==> src/rtl/wb_sched_if.sv <==
// Writeback scheduler bus: pipeline request, load return and register-file write side.
// Master drives requests; slave is the scheduler.
interface wb_sched_if;
    logic        wb_valid_i;
    logic [4:0]  wb_rd_i;
    logic [1:0]  wb_src_i;
    logic [31:0] wb_alu_i;
    logic [31:0] wb_pc_i;
    logic [31:0] wb_pctarget_i;
    logic        wb_ready_o;

    logic        ld_valid_i;
    logic [4:0]  ld_rd_i;
    logic [31:0] ld_data_i;
    logic        ld_ready_o;

    logic        RegWrite_o;
    logic [4:0]  Rd_o;
    logic [1:0]  ResultSrc_o;
    logic [31:0] ALU_o;
    logic [31:0] Mem_o;
    logic [31:0] PC_o;
    logic [31:0] PCtarget_o;
    logic        err_o;

    modport master (
        output wb_valid_i, wb_rd_i, wb_src_i, wb_alu_i, wb_pc_i, wb_pctarget_i,
        output ld_valid_i, ld_rd_i, ld_data_i,
        input  wb_ready_o, ld_ready_o,
        input  RegWrite_o, Rd_o, ResultSrc_o, ALU_o, Mem_o, PC_o, PCtarget_o, err_o
    );

    modport slave (
        input  wb_valid_i, wb_rd_i, wb_src_i, wb_alu_i, wb_pc_i, wb_pctarget_i,
        input  ld_valid_i, ld_rd_i, ld_data_i,
        output wb_ready_o, ld_ready_o,
        output RegWrite_o, Rd_o, ResultSrc_o, ALU_o, Mem_o, PC_o, PCtarget_o, err_o
    );
endinterface

==> src/rtl/wb_sched.sv <==
// Writeback scheduler: shares the register-file write port between pipeline results and a
// load-return queue. Define WB_SCHED_BYPASS_EN to let a load skip an empty queue.
module wb_sched #(
    parameter int unsigned LQ_DEPTH = 4,
    parameter int unsigned MAX_WAIT = 3
) (
    input logic        clk,
    input logic        rst,
    wb_sched_if.slave  bus
);
    localparam int unsigned PtrW  = $clog2(LQ_DEPTH);
    localparam int unsigned CntW  = PtrW + 1;
    localparam int unsigned WaitW = $clog2(MAX_WAIT + 1);
    localparam logic [WaitW-1:0] MaxWait = WaitW'(MAX_WAIT);
    localparam logic [CntW-1:0]  Depth   = CntW'(LQ_DEPTH);

    logic [4:0]      lq_rd_q   [LQ_DEPTH];
    logic [31:0]     lq_data_q [LQ_DEPTH];
    logic [PtrW-1:0] wr_ptr_q, rd_ptr_q;
    logic [CntW-1:0] count_q, count_d;
    logic [WaitW-1:0] wait_cnt_q, wait_cnt_d;

    logic        lq_empty, ld_ready, push, pop;
    logic        cand_valid, grant_ld, grant_wb;
    logic [4:0]  cand_rd;
    logic [31:0] cand_data;

    logic        regwrite_q, err_q;
    logic [4:0]  rd_q;
    logic [1:0]  result_src_q;
    logic [31:0] alu_q, mem_q, pc_q, pctarget_q;

    always_comb begin
        lq_empty = (count_q == '0);
        ld_ready = (count_q < Depth);
`ifdef WB_SCHED_BYPASS_EN
        // An empty queue lets the incoming load compete directly for this cycle's slot.
        cand_valid = !lq_empty || bus.ld_valid_i;
        cand_rd    = lq_empty ? bus.ld_rd_i   : lq_rd_q[rd_ptr_q];
        cand_data  = lq_empty ? bus.ld_data_i : lq_data_q[rd_ptr_q];
`else
        cand_valid = !lq_empty;
        cand_rd    = lq_rd_q[rd_ptr_q];
        cand_data  = lq_data_q[rd_ptr_q];
`endif
        grant_ld = cand_valid && (!bus.wb_valid_i || (wait_cnt_q < MaxWait));
        grant_wb = bus.wb_valid_i && !grant_ld;
`ifdef WB_SCHED_BYPASS_EN
        push = bus.ld_valid_i && ld_ready && !(lq_empty && grant_ld);
        pop  = grant_ld && !lq_empty;
`else
        push = bus.ld_valid_i && ld_ready;
        pop  = grant_ld;
`endif
        unique case ({push, pop})
            2'b10:   count_d = count_q + CntW'(1);
            2'b01:   count_d = count_q - CntW'(1);
            default: count_d = count_q;
        endcase
        wait_cnt_d = wait_cnt_q;
        if (grant_wb || !bus.wb_valid_i) begin
            wait_cnt_d = '0;
        end else if (wait_cnt_q != MaxWait) begin
            wait_cnt_d = wait_cnt_q + WaitW'(1);
        end
    end

    always_ff @(posedge clk) begin
        if (rst) begin
            wr_ptr_q   <= '0;
            rd_ptr_q   <= '0;
            count_q    <= '0;
            wait_cnt_q <= '0;
        end else begin
            if (push) wr_ptr_q <= wr_ptr_q + PtrW'(1);
            if (pop)  rd_ptr_q <= rd_ptr_q + PtrW'(1);
            count_q    <= count_d;
            wait_cnt_q <= wait_cnt_d;
        end
    end

    // Queue storage carries no reset; validity is tracked by count_q alone.
    always_ff @(posedge clk) begin
        if (push) begin
            lq_rd_q[wr_ptr_q]   <= bus.ld_rd_i;
            lq_data_q[wr_ptr_q] <= bus.ld_data_i;
        end
    end

    always_ff @(posedge clk) begin
        if (rst) begin
            regwrite_q   <= 1'b0;
            err_q        <= 1'b0;
            rd_q         <= '0;
            result_src_q <= '0;
            alu_q        <= '0;
            mem_q        <= '0;
            pc_q         <= '0;
            pctarget_q   <= '0;
        end else begin
            regwrite_q <= 1'b0;
            err_q      <= 1'b0;
            if (grant_ld) begin
                regwrite_q   <= (cand_rd != 5'd0);
                rd_q         <= cand_rd;
                result_src_q <= 2'd1;
                mem_q        <= cand_data;
            end else if (grant_wb) begin
                if (bus.wb_src_i == 2'd1) begin
                    result_src_q <= 2'd0;
                    err_q        <= 1'b1;
                end else begin
                    regwrite_q   <= (bus.wb_rd_i != 5'd0);
                    rd_q         <= bus.wb_rd_i;
                    result_src_q <= bus.wb_src_i;
                    alu_q        <= bus.wb_alu_i;
                    pc_q         <= bus.wb_pc_i;
                    pctarget_q   <= bus.wb_pctarget_i;
                end
            end
        end
    end

    assign bus.wb_ready_o  = grant_wb;
    assign bus.ld_ready_o  = ld_ready;
    assign bus.RegWrite_o  = regwrite_q;
    assign bus.Rd_o        = rd_q;
    assign bus.ResultSrc_o = result_src_q;
    assign bus.ALU_o       = alu_q;
    assign bus.Mem_o       = mem_q;
    assign bus.PC_o        = pc_q;
    assign bus.PCtarget_o  = pctarget_q;
    assign bus.err_o       = err_q;
endmodule

==> src/flat_wrapper.sv <==
// flat-port wrapper written by rule: the top's interface ports become plain ports
module wb_sched_flat 
#(
    parameter int unsigned LQ_DEPTH = 4,
    parameter int unsigned MAX_WAIT = 3
)
  (clk, rst, bus_wb_valid_i, bus_wb_rd_i, bus_wb_src_i, bus_wb_alu_i, bus_wb_pc_i, bus_wb_pctarget_i, bus_ld_valid_i, bus_ld_rd_i, bus_ld_data_i, bus_wb_ready_o, bus_ld_ready_o, bus_RegWrite_o, bus_Rd_o, bus_ResultSrc_o, bus_ALU_o, bus_Mem_o, bus_PC_o, bus_PCtarget_o, bus_err_o);
  wb_sched_if bus_i ();
  input logic clk;
  input logic rst;
  input wire logic [$bits(bus_i.wb_valid_i)-1:0] bus_wb_valid_i;
  input wire logic [$bits(bus_i.wb_rd_i)-1:0] bus_wb_rd_i;
  input wire logic [$bits(bus_i.wb_src_i)-1:0] bus_wb_src_i;
  input wire logic [$bits(bus_i.wb_alu_i)-1:0] bus_wb_alu_i;
  input wire logic [$bits(bus_i.wb_pc_i)-1:0] bus_wb_pc_i;
  input wire logic [$bits(bus_i.wb_pctarget_i)-1:0] bus_wb_pctarget_i;
  input wire logic [$bits(bus_i.ld_valid_i)-1:0] bus_ld_valid_i;
  input wire logic [$bits(bus_i.ld_rd_i)-1:0] bus_ld_rd_i;
  input wire logic [$bits(bus_i.ld_data_i)-1:0] bus_ld_data_i;
  output wire logic [$bits(bus_i.wb_ready_o)-1:0] bus_wb_ready_o;
  output wire logic [$bits(bus_i.ld_ready_o)-1:0] bus_ld_ready_o;
  output wire logic [$bits(bus_i.RegWrite_o)-1:0] bus_RegWrite_o;
  output wire logic [$bits(bus_i.Rd_o)-1:0] bus_Rd_o;
  output wire logic [$bits(bus_i.ResultSrc_o)-1:0] bus_ResultSrc_o;
  output wire logic [$bits(bus_i.ALU_o)-1:0] bus_ALU_o;
  output wire logic [$bits(bus_i.Mem_o)-1:0] bus_Mem_o;
  output wire logic [$bits(bus_i.PC_o)-1:0] bus_PC_o;
  output wire logic [$bits(bus_i.PCtarget_o)-1:0] bus_PCtarget_o;
  output wire logic [$bits(bus_i.err_o)-1:0] bus_err_o;
  assign bus_i.wb_valid_i = bus_wb_valid_i;
  assign bus_i.wb_rd_i = bus_wb_rd_i;
  assign bus_i.wb_src_i = bus_wb_src_i;
  assign bus_i.wb_alu_i = bus_wb_alu_i;
  assign bus_i.wb_pc_i = bus_wb_pc_i;
  assign bus_i.wb_pctarget_i = bus_wb_pctarget_i;
  assign bus_i.ld_valid_i = bus_ld_valid_i;
  assign bus_i.ld_rd_i = bus_ld_rd_i;
  assign bus_i.ld_data_i = bus_ld_data_i;
  assign bus_wb_ready_o = bus_i.wb_ready_o;
  assign bus_ld_ready_o = bus_i.ld_ready_o;
  assign bus_RegWrite_o = bus_i.RegWrite_o;
  assign bus_Rd_o = bus_i.Rd_o;
  assign bus_ResultSrc_o = bus_i.ResultSrc_o;
  assign bus_ALU_o = bus_i.ALU_o;
  assign bus_Mem_o = bus_i.Mem_o;
  assign bus_PC_o = bus_i.PC_o;
  assign bus_PCtarget_o = bus_i.PCtarget_o;
  assign bus_err_o = bus_i.err_o;
  wb_sched #(.LQ_DEPTH(LQ_DEPTH), .MAX_WAIT(MAX_WAIT)) u_core (.clk(clk), .rst(rst), .bus(bus_i));
endmodule
==> config.mk <==
export PLATFORM = sky130hd
export DESIGN_NAME = wb_sched_flat
export DESIGN_NICKNAME = d
export VERILOG_FILES = /design/src/rtl/wb_sched_if.sv /design/src/rtl/wb_sched.sv /design/src/flat_wrapper.sv
export SDC_FILE = /design/constraint.sdc
export NUM_CORES = 1
export LEC_CHECK = 0
export BUFFER_PORTS_ARGS = -buffer_cell sky130_fd_sc_hd__buf_2
export CAP_MARGIN = 20
export CORE_MARGIN = 1.5
export CORE_UTILIZATION = 34
export DETAILED_ROUTE_END_ITERATION = 12
export PLACE_DENSITY = 0.66
export SYNTH_ARGS = -nofsm -noshare
export SYNTH_HDL_FRONTEND = slang
export SYNTH_SLANG_ARGS = --single-unit
==> constraint.sdc <==
create_clock -name clk -period 2.7 [get_ports clk]
set_input_delay 0.54 -clock clk [delete_from_list [all_inputs] [get_ports clk]]
set_output_delay 0.54 -clock clk [all_outputs]
set_load 0.02 [all_outputs]
After elaboration in Yosys (flattened, before gate mapping)
Memory sizes are Yosys's and may differ from the RTL's. A register that Yosys moved wholly into a read port is not among the register bits.
Cells that the tools add are included.

cells by class
  equality and inequality tests = 5
  add/subtract/negate cells = 5
  $lt $le $gt $ge = 2
  reduce and logical (&&, ||, !) cells = 18
  mux-type cells = 15
  bitwise gates (word level) = 3

operators by type and width
  kind                                                    count
  two-way mux 5 bit                                       3
  nonzero test 5 bit                                      2
  two-way mux 1 bit                                       8
  adder 2 x 1 -> 2 bit (second input constant)            3
  two-way mux 2 bit                                       3
  one-hot mux 3 bit (2 select lines)                      1
  == test 2 x 1 -> 1 bit (second input constant)          2
  nonzero test 2 bit                                      2
  OR reduction 2 bit                                      2
  adder 3 x 1 -> 3 bit (second input constant)            1
  logical AND 1 bit                                       3
  logical NOT 1 bit                                       3
  logical NOT 3 bit                                       1
  < comparator 3 bit (second input constant)              1
  inverter 1 bit                                          3
  AND reduction 3 bit                                     1
  OR reduction 3 bit                                      1
  subtractor 3 x 1 -> 3 bit (second input constant)       1
  == test 2 bit (second input constant)                   1
  logical OR 1 bit                                        2
  < comparator 2 bit (second input constant)              1
  inequality test 2 x 1 -> 1 bit (second input constant)  1
  inequality test 2 bit (second input constant)           1
  AND reduction 2 bit                                     1

storage, ports and cells
  register bits after elaboration = 114
  bits in writable memories = 148
  output and inout port bits = 139
  input bits = 144
  word-level logic and storage cells = 62
  memories = 2

memory list
  name              words  bits a word  read ports  clocked after memory_dff  wr ports  RTL line        text
  u_core.lq_data_q  4      32           1           1                         1         wb_sched.sv:18  logic [31:0] lq_data_q [LQ_DEPTH];
  u_core.lq_rd_q    4      5            1           1                         1         wb_sched.sv:17  logic [4:0] lq_rd_q [LQ_DEPTH];

Longest topological paths before layout
  depth after elaboration = 7
  gate-level depth with buffers = 11
  gate-level depth less buffers = 10

Least setup slack after synthesis
No wires, ideal clock.

  path kind = register to register
  start = register u_core.wait_cnt_q[0]
  end = register u_core.count_q[2]
  cell stages (with the launch flop) = 12
  clock period less this slack = 2.229 ns
  setup time = 0.070 ns
  arrival time = 2.159 ns
  data required time = 2.630 ns
  setup slack = 0.471 ns
  path buffers = 1
  cells stage by stage = dfxtp_1 -> ha_1 -> inv_1 -> o21ai_4 -> inv_2 -> buf_2 -> ha_1 -> inv_1 -> fa_1 -> xor2_1 -> or3_1 -> a21oi_1

on the way
  cells in the longest elaborated chain, start to end = 5
  elaborated cells between the ends (all ways) = 7
  those cells by class = order compare: 1; eq/ne: 2; mux: 1; reduce/logical: 3

ends and longest elaborated chain
  element                                                                          RTL line        text
  from (decl)                                                                      wb_sched.sv:21  logic [WaitW-1:0] wait_cnt_q, wait_cnt_d;
  from (signal assigned)                                                           wb_sched.sv:78  wait_cnt_q <= wait_cnt_d;
  < comparator 2 bit (*)                                                           wb_sched.sv:46  grant_ld = cand_valid && (!bus.wb_valid_i || (wait_cnt_q < MaxWait));
  logical OR 1 bit (*)                                                             wb_sched.sv:46
  logical AND 1 bit (*)                                                            wb_sched.sv:46
  named net u_core.grant_ld                                                        wb_sched.sv:24  logic cand_valid, grant_ld, grant_wb;
  == test 2 x 1 -> 1 bit / == test 2 bit (equally long branches)                   wb_sched.sv:55  unique case ({push, pop})
  one-hot mux 3 bit (2 select lines) / nonzero test 2 bit (equally long branches)  --
  to (signal assigned)                                                             wb_sched.sv:77  count_q <= count_d;
  to (decl)                                                                        wb_sched.sv:20  logic [CntW-1:0] count_q, count_d;

Mark *: on every way through the listed nets, which the timed path passes. The rest lies on a longest branch.
A chain may end at the register's enable or synchronous reset.

Final worst setup path
  start = register u_core.wait_cnt_q[0]
  end = output port bus_wb_ready_o

on the way
  cells in the longest elaborated chain, start to end = 5

ends and longest elaborated chain
  element             RTL line            text
  < comparator 2 bit  wb_sched.sv:46
  logical OR 1 bit    wb_sched.sv:46
  logical AND 1 bit   wb_sched.sv:46
  logical NOT 1 bit   wb_sched.sv:47      grant_wb = bus.wb_valid_i && !grant_ld;
  logical AND 1 bit   wb_sched.sv:47
  to (decl)           flat_wrapper.sv:20  output wire logic [$bits(bus_i.wb_ready_o)-1:0] bus_wb_ready_o;

No other way between the ends.

==> results.cfg <==
[clock_tree]
insertion_delay_ns = 0.55
cts-htree-levels = 1
clock_tree.root_cell = clkbuf_16
cts_buffers = 31
cts_hold_buf = 0
postCtsSetupBuffers = 0
cts_buffer_depth = 3
clkSlewWorstSetupHoldPaths_ns = 0.06
post_cts_resized = 0
tritoncts = done
clkSinkCount = 296

[grt]
grtUsageTotal = 0.1490
grt_remaining_overflow = 0
antenna_found_initial = 5
grt_pass1_wl_um = 39010
grt_pass1_vias = 7264
grt_start_max_net_pins = 66

[synth]
synthCells = 859
synth_edf_count = 148
syn-num-nets = 1010
yosys_warnings = 0
netlist_area_mm2 = 0.01077
ys_seq_area_frac = 0.6880
syn_avg_cell_area_um2 = 12.53
synth_top_area_frac = 0.4128
ys_seq_elements = 296
yosysUniqueCellTypes = 38
synth_ff_type = edfxtp_1
synth_largest_area_cell = edfxtp_1
netlist_top_cells_area = edfxtp_1, dfxtp_1, nand2_1
synth_async_sr_flop_share = 0

[final_layout]
stdcell_count = 1560
design_area_mm2 = 0.01370
drive_gt1_frac = 0.3448
syn_to_final_growth_pct = 27.24
layout.nets = 1290
fin_util = 0.4432

[critical_path]
ff2ff_path_depth = 10
critPathRequiredTime_ns = 2.16
crit_path_end_kind = output port
worstPathMaxFanout = 5
r2r_slack_ns = 0.48
critical-path-max-stage-delay_ns = 0.33
critPathLaunchType = flip-flop
criticalPathCategory = flip-flop to output port
r2r_end = u_core.count_q[2]
reg2reg_from = u_core.wait_cnt_q[0]
path_cells = ha_1 > inv_1 > o21ai_4 > inv_2 > nor2_1 > buf_2
crit_slowest_cell = dfxtp_1
crit_arrival_ns = 1.88

[power]
netSwitchingPower_mw = 4.654
p_int_mw = 9.644
switching_share = 0.3255
power_frac_clock = 0.303
p_per_area_mw_per_mm2 = 1044
seq_power_share = 0.409
leakage_nw = 5.404
ir_drop_mv = 0.6769
power_mw = 14.30
power_frac_comb = 0.288

[sta]
finClkSkew_ns = 0.02112
hold_viol = 0
fin_crit_sh = 0.8974
fin_crit_ns = 2.423
tns_ns = 0
setup_ws_ns = 0.2769
slew_headroom = 0.5419
holdWs_ns = 0.2053
worstMarginPinSlew_ns = 0.6839
setup_viol_count_final = 0
rsz0062_at_grt = false
fmax_mhz = 412.7
slew_viol_final = 0

[route]
firstDrtPassIters = 4
ant_nets = 0
viasPerCell = 4.734
dr_total_vias = 7385
post_drt_wl_per_cell_um = 16.13
drc_errors = 0
drtIter0Drc = 361
wirelength_um = 25160

[floorplan]
die_area_mm2 = 0.03274
io-pin-count = 283
fp.dieH_um = 181.0
initial_core_util = 0.3483
rows = 64
fp.dieW_um = 181.0
core_area_mm2 = 0.03091

[placed_design]
place_inst = 1502
gp_congestion = 0.7408
place_ws_ns = 0.4490
port_buffers = 282
placedInstanceArea_mm2 = 0.01265
dp_hpwl_um = 16720

[min_path]
holdPathStages = 1
hp-start = bus_ld_data_i[6]
holdPathEnd = u_core.lq_data_q[1][6]
hp-class = input port to flip-flop

[status]
status = complete, no violations

[flow_run]
maxCapViolations = 0
registers in the layout, summed over array words and instances, names as in the netlist, named ones only:
| name | count |
|---|---|
| u_core.rd_ptr_q | 2 |
| u_core.bus.Rd_o | 5 |
| u_core.count_q | 3 |
| u_core.bus.ResultSrc_o | 2 |
| u_core.wait_cnt_q | 2 |
| u_core.bus.err_o | 1 |
| u_core.bus.PCtarget_o | 32 |
| u_core.bus.ALU_o | 32 |
| u_core.bus.Mem_o | 32 |
| u_core.bus.RegWrite_o | 1 |
| u_core.lq_data_q | 128 |
| u_core.lq_rd_q | 20 |
| u_core.wr_ptr_q | 2 |
| u_core.bus.PC_o | 32 |
placed cells by master (no fill, tap or decap), types with 3 or more instances in the layout:
cell type / n
mux4_2: 32
buf_12: 9
inv_1: 9
buf_2: 281
clkbuf_1: 5
buf_4: 14
xor2_1: 3
and2_2: 4
nor3_1: 4
nor2_1: 16
bufinv_16: 4
ha_1: 6
nand3_1: 5
nand2_1: 263
dfxtp_1: 146
clkbuf_16: 32
edfxtp_1: 148
clkinv_2: 7
a311oi_2: 3
a21oi_1: 131
clkinv_4: 3
mux4_1: 5
per-layer routing:
metal  track usage  share of wire  up-vias  wire (µm)
li1              -              -     3568          -
met1        0.1790           0.42     3533      10530
met2        0.2646           0.49      230      12320
met3       0.03951          0.072       48       1803
met4       0.03800          0.018        6        460
met5             0         0.0014        -         34
worst max-delay path: cells and delay by family, from the launching register on:
family	cells	cell delay (ns)
AO/OA/AOI/OAI	1	0.18
AND/OR/NAND/NOR	1	0.11
flip-flops	1	0.33
buffers and inverters	3	0.42
adder cells (fa/ha/maj)	1	0.30
how the worst max path moves through the flow:
stage                                    start                end  cells past startpoint
after floorplan           u_core.wait_cnt_q[0]  u_core.count_q[2]                     11
after CTS                 u_core.wait_cnt_q[0]     bus_wb_ready_o                      6
after global placement          bus_ld_valid_i  u_core.count_q[2]                      9
after global routing      u_core.wait_cnt_q[0]     bus_wb_ready_o                      6
final                     u_core.wait_cnt_q[0]     bus_wb_ready_o                      6
after detailed placement        bus_ld_valid_i  u_core.count_q[2]                      9
cells in the mapped netlist, types with 2 or more instances:
cell type and count:
edfxtp_1 148, nor2_1 16, and2_1 4, buf_6 9
a21oi_1 131, a311oi_2 3, xor2_1 3, a311oi_1 2
nand3_1 5, clkbuf_1 24, buf_4 8, a211oi_1 2
nand2b_1 2, buf_2 16, dfxtp_1 148, nor4_1 2
nand2_1 263, inv_1 9, nor3_1 4, xnor2_1 2
ha_1 6, mux4_2 32, mux4_1 5
power by group through the flow:
stage | clock, mW | combinational [mW] | sequential [mW]
after global routing | 4.64 | 4.52 | 5.94
final | 4.33 | 4.12 | 5.85
after global placement | 0 | 4.14 | 5.92
after CTS | 4.44 | 4.21 | 5.86
after floorplan | 0 | 2.49 | 6.39
after detailed placement | 0 | 4.20 | 5.95
cell families (layout without fill, tap and decap cells):
kind of cell             count (synthesis)  in the layout  share of synthesized area
XOR/XNOR                                 5              5                   0.004068
adder cells (fa/ha/maj)                  7              7                   0.008832
buffers and inverters                   67            371                    0.03428
AO/OA/AOI/OAI                          145            145                    0.07414
AND/OR/NAND/NOR                        301            301                     0.1106
flip-flops                             296            296                     0.6880
multiplexers                            38             38                    0.08007
other                                    0              1                          0
layout make-up:
type,count,area (µm²)
diodes,1,2.502
inverters,10,37.54
multi-input cells,496,3012
well taps,396,495.5
flip-flops and latches,296,7410
clock buffers,39,847.1
clock inverters,18,203.9
fillers,2868,17210
repair buffers,304,1692
(Power assumes the default switching activity.)
